--- src/rtl/cook_cycle_controller.sv ---
`default_nettype none
// ============================================================================
//  Module   : cook_cycle_controller
//  Purpose  : Microwave cook sequencer. Owns the BCD countdown timer and the
//             IDLE/COOK/PAUSE/DONE state machine, duty-cycles the magnetron
//             according to the power level and gates it with the door
//             interlock and the stop/clear buttons.
//  Ports    :
//    clk, rst         system clock, asynchronous active-high reset
//    tick_1hz         one-clk pulse per second (countdown / duty timebase)
//    startn/stopn/    debounced active-low front-panel buttons
//    clearn
//    door_closed      1 = door closed (interlock)
//    time_load_en     load time_min_in/time_sec_in (IDLE only, BCD checked)
//    time_min_in/sec  preset time, BCD
//    power_level      1..MAX_POWER; 0 or out-of-range means full power
//    mag_on           magnetron enable (registered request, live gating)
//    time_min/sec     remaining time, BCD
//    state            00 IDLE, 01 COOK, 10 PAUSE, 11 DONE
//    done_beep        buzzer enable, three seconds after completion
//    lamp_on          cavity lamp
//  Revision : 1.0  initial release
// ============================================================================
module cook_cycle_controller #(
   parameter int DUTY_PERIOD = 10,
   parameter int MAX_POWER   = DUTY_PERIOD
) (
   input  logic       clk,
   input  logic       rst,
   input  logic       tick_1hz,
   input  logic       startn,
   input  logic       stopn,
   input  logic       clearn,
   input  logic       door_closed,
   input  logic       time_load_en,
   input  logic [7:0] time_min_in,
   input  logic [7:0] time_sec_in,
   input  logic [3:0] power_level,
   output logic       mag_on,
   output logic [7:0] time_min,
   output logic [7:0] time_sec,
   output logic [1:0] state,
   output logic       done_beep,
   output logic       lamp_on
);

   localparam int              PH_W         = (DUTY_PERIOD > 1) ? $clog2(DUTY_PERIOD) : 1;
   localparam logic [PH_W-1:0] c_phase_last = PH_W'(DUTY_PERIOD - 1);
   localparam logic [3:0]      c_max_power  = 4'(MAX_POWER);
   localparam logic [1:0]      c_beep_last  = 2'd2;

   typedef enum logic [1:0] {
      ST_IDLE  = 2'b00,
      ST_COOK  = 2'b01,
      ST_PAUSE = 2'b10,
      ST_DONE  = 2'b11
   } state_t;

   // ------------------------------------------------------------------
   // Registers
   // ------------------------------------------------------------------
   state_t          r_state;
   logic [7:0]      r_min;
   logic [7:0]      r_sec;
   logic [PH_W-1:0] r_phase;
   logic            r_mag_req;
   logic            r_done_beep;
   logic [1:0]      r_beep_cnt;
   logic            r_startn_q;

   // Next-state values
   state_t          w_state_nx;
   logic [7:0]      w_min_nx;
   logic [7:0]      w_sec_nx;
   logic [PH_W-1:0] w_phase_nx;
   logic            w_mag_nx;
   logic            w_beep_nx;
   logic [1:0]      w_beep_cnt_nx;

   // Helpers
   logic            w_start_evt;
   logic            w_run_ok;
   logic            w_time_zero;
   logic            w_load_ok;
   logic [3:0]      w_power_eff;
   logic [7:0]      w_dec_min;
   logic [7:0]      w_dec_sec;
   logic            w_dec_zero;
   logic [PH_W-1:0] w_phase_inc;

   // A held start button yields a single event on its falling edge.
   assign w_start_evt = r_startn_q & ~startn;
   assign w_run_ok    = door_closed & stopn;
   assign w_time_zero = (r_min == 8'h00) && (r_sec == 8'h00);

   // Reject presets that are not valid BCD minutes 00..99 / seconds 00..59.
   assign w_load_ok = (time_min_in[7:4] <= 4'd9) && (time_min_in[3:0] <= 4'd9) &&
                      (time_sec_in[7:4] <= 4'd5) && (time_sec_in[3:0] <= 4'd9);

   // Out-of-range power requests fall back to full power.
   assign w_power_eff = ((power_level == 4'd0) || (power_level > c_max_power)) ?
                        c_max_power : power_level;

   assign w_phase_inc = (r_phase == c_phase_last) ? '0 : r_phase + PH_W'(1);

   // ------------------------------------------------------------------
   // BCD one-second decrement of the remaining time
   // ------------------------------------------------------------------
   always_comb begin
      w_dec_min = r_min;
      w_dec_sec = r_sec;
      if (r_sec[3:0] != 4'd0) begin
         w_dec_sec = {r_sec[7:4], r_sec[3:0] - 4'd1};
      end else if (r_sec[7:4] != 4'd0) begin
         w_dec_sec = {r_sec[7:4] - 4'd1, 4'd9};
      end else if (r_min != 8'h00) begin
         // xx:00 borrows a minute and rolls the seconds to 59
         w_dec_sec = 8'h59;
         if (r_min[3:0] != 4'd0) begin
            w_dec_min = {r_min[7:4], r_min[3:0] - 4'd1};
         end else begin
            w_dec_min = {r_min[7:4] - 4'd1, 4'd9};
         end
      end
   end

   assign w_dec_zero = (w_dec_min == 8'h00) && (w_dec_sec == 8'h00);

   // ------------------------------------------------------------------
   // Next-state / datapath logic
   // ------------------------------------------------------------------
   always_comb begin
      w_state_nx    = r_state;
      w_min_nx      = r_min;
      w_sec_nx      = r_sec;
      w_phase_nx    = r_phase;
      w_beep_nx     = r_done_beep;
      w_beep_cnt_nx = r_beep_cnt;
      w_mag_nx      = 1'b0;

      if (!clearn) begin
         // Clear overrides every other event in the same cycle.
         w_state_nx    = ST_IDLE;
         w_min_nx      = 8'h00;
         w_sec_nx      = 8'h00;
         w_phase_nx    = '0;
         w_beep_nx     = 1'b0;
         w_beep_cnt_nx = 2'd0;
      end else begin
         case (r_state)
            ST_IDLE: begin
               if (w_start_evt && w_run_ok && !w_time_zero) begin
                  w_state_nx = ST_COOK;
                  w_phase_nx = '0;
               end else if (time_load_en && w_load_ok) begin
                  w_min_nx = time_min_in;
                  w_sec_nx = time_sec_in;
               end
            end

            ST_COOK: begin
               // Pause beats a coincident tick: nothing is counted.
               if (!w_run_ok) begin
                  w_state_nx = ST_PAUSE;
               end else if (tick_1hz) begin
                  w_min_nx   = w_dec_min;
                  w_sec_nx   = w_dec_sec;
                  w_phase_nx = w_phase_inc;
                  if (w_dec_zero) begin
                     w_state_nx    = ST_DONE;
                     w_beep_nx     = 1'b1;
                     w_beep_cnt_nx = 2'd0;
                  end
               end
            end

            ST_PAUSE: begin
               if (w_start_evt && w_run_ok) begin
                  w_state_nx = ST_COOK;
               end
            end

            ST_DONE: begin
               if (!door_closed) begin
                  w_state_nx    = ST_IDLE;
                  w_beep_nx     = 1'b0;
                  w_beep_cnt_nx = 2'd0;
               end else if (tick_1hz && r_done_beep) begin
                  // Buzzer stays on through the third tick after completion.
                  w_beep_cnt_nx = r_beep_cnt + 2'd1;
                  if (r_beep_cnt == c_beep_last) begin
                     w_beep_nx = 1'b0;
                  end
               end
            end

            default: begin
               w_state_nx = ST_IDLE;
            end
         endcase
      end

      // Request is formed from the next state/phase so it lines up with the
      // cycle in which the state register actually shows COOK.
      w_mag_nx = (w_state_nx == ST_COOK) && (8'(w_phase_nx) < 8'(w_power_eff));
   end

   // ------------------------------------------------------------------
   // State register
   // ------------------------------------------------------------------
   always_ff @(posedge clk or posedge rst) begin
      if (rst) begin
         r_state     <= ST_IDLE;
         r_min       <= 8'h00;
         r_sec       <= 8'h00;
         r_phase     <= '0;
         r_mag_req   <= 1'b0;
         r_done_beep <= 1'b0;
         r_beep_cnt  <= 2'd0;
         r_startn_q  <= 1'b1;
      end else begin
         r_state     <= w_state_nx;
         r_min       <= w_min_nx;
         r_sec       <= w_sec_nx;
         r_phase     <= w_phase_nx;
         r_mag_req   <= w_mag_nx;
         r_done_beep <= w_beep_nx;
         r_beep_cnt  <= w_beep_cnt_nx;
         r_startn_q  <= startn;
      end
   end

   // ------------------------------------------------------------------
   // Outputs
   // ------------------------------------------------------------------
   // Live gating switches the magnetron off in the very cycle the door
   // opens or stop/clear is pressed, ahead of the registered request.
   assign mag_on    = r_mag_req & door_closed & stopn & clearn;
   assign time_min  = r_min;
   assign time_sec  = r_sec;
   assign state     = r_state;
   assign done_beep = r_done_beep;
   assign lamp_on   = ~door_closed | (r_state == ST_COOK);

endmodule
`default_nettype wire

--- config.mk ---
export PLATFORM = sky130hd
export DESIGN_NAME = cook_cycle_controller
export DESIGN_NICKNAME = d
export VERILOG_FILES = /design/src/rtl/cook_cycle_controller.sv
export SDC_FILE = /design/constraint.sdc
export NUM_CORES = 1
export LEC_CHECK = 0
export CAP_MARGIN = 20
export CORE_MARGIN = 1
export CORE_UTILIZATION = 50
export DETAILED_ROUTE_END_ITERATION = 6
export GPL_ROUTABILITY_DRIVEN = 0
export PLACE_DENSITY = 0.76
export SLEW_MARGIN = 25
export SYNTH_ARGS = -nofsm -noshare
export SYNTH_HDL_FRONTEND = slang
export SYNTH_SLANG_ARGS = --single-unit
--- constraint.sdc ---
create_clock -name clk -period 6 [get_ports clk]
set_clock_uncertainty 0.1 [all_clocks]
set_input_delay 1.2 -clock clk [delete_from_list [all_inputs] [get_ports clk]]
set_output_delay 1.2 -clock clk [all_outputs]
set_load 0.005 [all_outputs]
==> run metrics <==
DP Area=0.002759 mm2; cell area power density=201.7 mW/mm2; first-pass GRT wire length=9.977 mm; post-cts hold buffer count=0; register area=676.9 um2; Final Core Density=64.43%; CTS tree=done; vias in the first global route=2115; largest net degree at the start of global routing=33; clock sink total=27; Distinct cells, synth=60; Global Route Usage Sum=25.42%; Clock transition at path regs=0.10 ns; Nets=359; unrepaired setup endpoints after global routing=false; mapped cell area=0.002260 mm2; Fillers=400; Min-Delay Path Depth=1; core box area=0.004354 mm2; max-slew violation count=0; Tcrit/Tclk final=67.64%; CTS root buf=clkbuf_8; share of layout cells above drive strength 1=8.805%; Critical R2R Launch=time_sec[4]$_DFFE_PP0P_; Post-DRT Antenna Nets=0; # DRC=0; GRT Residual Overflow=0; postcts setup bufs=0; Startpoint Class=input pin; CTS max path bufs=2; Yosys top cell area share=28.79%; Clock Latency Late Sink=0.28 ns; Post-synth EDFFs=0; reg2reg path depth=11; hold path startpoint=r_beep_cnt[0]$_DFFE_PP0P_; PostCTS Resize Cnt=0; Least-Margin Pin Slew=0.7245 ns; pre-CTS setup slack=1.982 ns; syn avg cell area=8.128 um2; Layout Area Growth over Synthesis=24.14%; worst hold slack=0.4281 ns; Syn Inst Count=278; Synth Warn #=0; crit end category=output port; Initial DRC Count=185; multi-input logic area=0.001458 mm2; Max rail drop VDD=0.1089 mV; flop2flop setup slack=2.22 ns; worst-path fanout max=14; Worst slew margin=51.60%; Port Buffers=48; #FFs+latches synth=27; row count=24; Crit Path Class=in2out; Via density=6.111; leakage=1.121 nW; top_reg_cell synth=dfrtp_1; Pwr Total=0.5658 mW; total number of vias=2261; antenna cells=0; final setup vio count=0; Seq/Total Area, Yosys=29.96%; router iterations before antenna repair=4; r2r endpoint=r_mag_req$_DFF_PP0_; hpwl dp=4.344 mm; Max H-tree Level=1; die footprint=0.004792 mm2; final wirelength=5.840 mm; outcome=finished, final reports clean; Worst Hold Class=reg2reg; number of buffers created by CTS=3; arrival time worst endpoint=2.76 ns; final worst setup slack=1.942 ns; num ports=49; max-cap violations=0; design area=0.002805 mm2; placed insts=366; largest cells by area after synthesis=dfrtp_1 (29%), ha_1 (6.6%), nand2_1 (6.5%); setup TNS after final layout=0 ns; Synth async-reset ratio=100.0%; Min-Delay Endpoint=r_beep_cnt[0]$_DFFE_PP0P_; Avg WL per Cell=15.78 um; Final Critical Period=4.058 ns; Max Clk Rate=246.4 MHz; Chip Height=69.23 um; cell accounting for the most synthesized area=dfrtp_1; Initial Util=51.90%; Post-Syn Nets=318; initial antenna violation count=0; worst path required time=4.70 ns; Post-Layout Cell Count=370; Fin. Hold Viols=0; Die X=69.23 um
==> cell usage after synthesis (3+ instances only) <==
| library cell | number |
|---|---|
| nand2_1 | 39 |
| dfrtp_1 | 26 |
| nor2_1 | 22 |
| o21ai_0 | 18 |
| nor3_1 | 16 |
| inv_1 | 15 |
| ha_1 | 12 |
| clkbuf_1 | 11 |
| a21oi_1 | 10 |
| o211ai_1 | 9 |
| o31ai_1 | 8 |
| nand3_1 | 7 |
| nand4_1 | 5 |
| mux2i_1 | 4 |
| nor3b_1 | 4 |
| o41ai_1 | 4 |
| a211oi_1 | 3 |
| a21o_1 | 3 |
| a31oi_1 | 3 |
| nand2b_1 | 3 |
| nor4_1 | 3 |
| or3b_2 | 3 |
==> registers in the layout (all words and copies together), names as in the netlist <==
register and cells:
r_startn_q 1, time_min 8, time_sec 8, done_beep 1, r_mag_req 1, r_beep_cnt 2, r_phase 4, state 2
==> how the worst max path moves through the flow <==
stage	from	end	slack [ns]	cells after the start
2_1_floorplan	time_sec[4]$_DFFE_PP0P_	r_mag_req$_DFF_PP0_	2.92	12
3_3_place_gp	clearn	mag_on	1.97	4
5_1_grt	time_sec[4]$_DFFE_PP0P_	r_mag_req$_DFF_PP0_	1.79	11
6_report	clearn	mag_on	1.94	4
4_1_cts	clearn	mag_on	1.97	4
3_5_place_dp	clearn	mag_on	1.98	4
==> cell type report <==
type                    instances  area share [%]
inverters                      15           2.007
multi-input cells             221           51.96
repair buffers                 51           17.93
well taps                      52           2.319
clock inverters                 1          0.1784
clock buffers                   3           1.472
flip-flops and latches         27           24.13
==> critical path, cell delays in order <==
cell and delay (ns):
clkdlybuf4s50_1 0.85, nand2_1 0.10, nor2_1 0.11, clkdlybuf4s50_1 0.50
==> layer usage <==
layer,GRT usage (%),vias up,routed length (um)
met1,34.33,1054,2590
li1,-,1117,-
met3,2.326,9,334
met5,0,-,0
met2,43.58,81,2824
met4,6.803,0,91
==> cells in the final DEF, fill, tap and decap left out, types with 3 or more instances in the layout <==
cell,instances
a211oi_1,3
a21o_1,3
a21oi_1,10
a31oi_1,3
buf_4,3
clkbuf_8,3
clkdlybuf4s50_1,48
dfrtp_1,26
ha_1,12
inv_1,14
mux2i_1,4
nand2_1,39
nand2b_1,3
nand3_1,7
nand4_1,5
nor2_1,22
nor3_1,15
nor3b_1,4
nor4_1,3
o211ai_1,9
o21ai_0,18
o31ai_1,8
o41ai_1,4
or3b_2,3
==> power by group <==
| part | switching (mW) | internal [mW] | total (mW) |
|---|---|---|---|
| logic | 0.123 | 0.110 | 0.233 |
| registers | 0.0286 | 0.197 | 0.225 |
| clock network | 0.0609 | 0.0466 | 0.108 |
| total | 0.212 | 0.354 | 0.566 |
==> logic make-up after synthesis <==
kind of cell / synth area share, %
simple gates: 28.85
compound gates: 25.64
buf+inv: 5.758
flops: 29.96
fa+ha+maj: 6.644
mux: 2.769
xor+xnor: 0.3877
(Power assumes the default switching activity.)
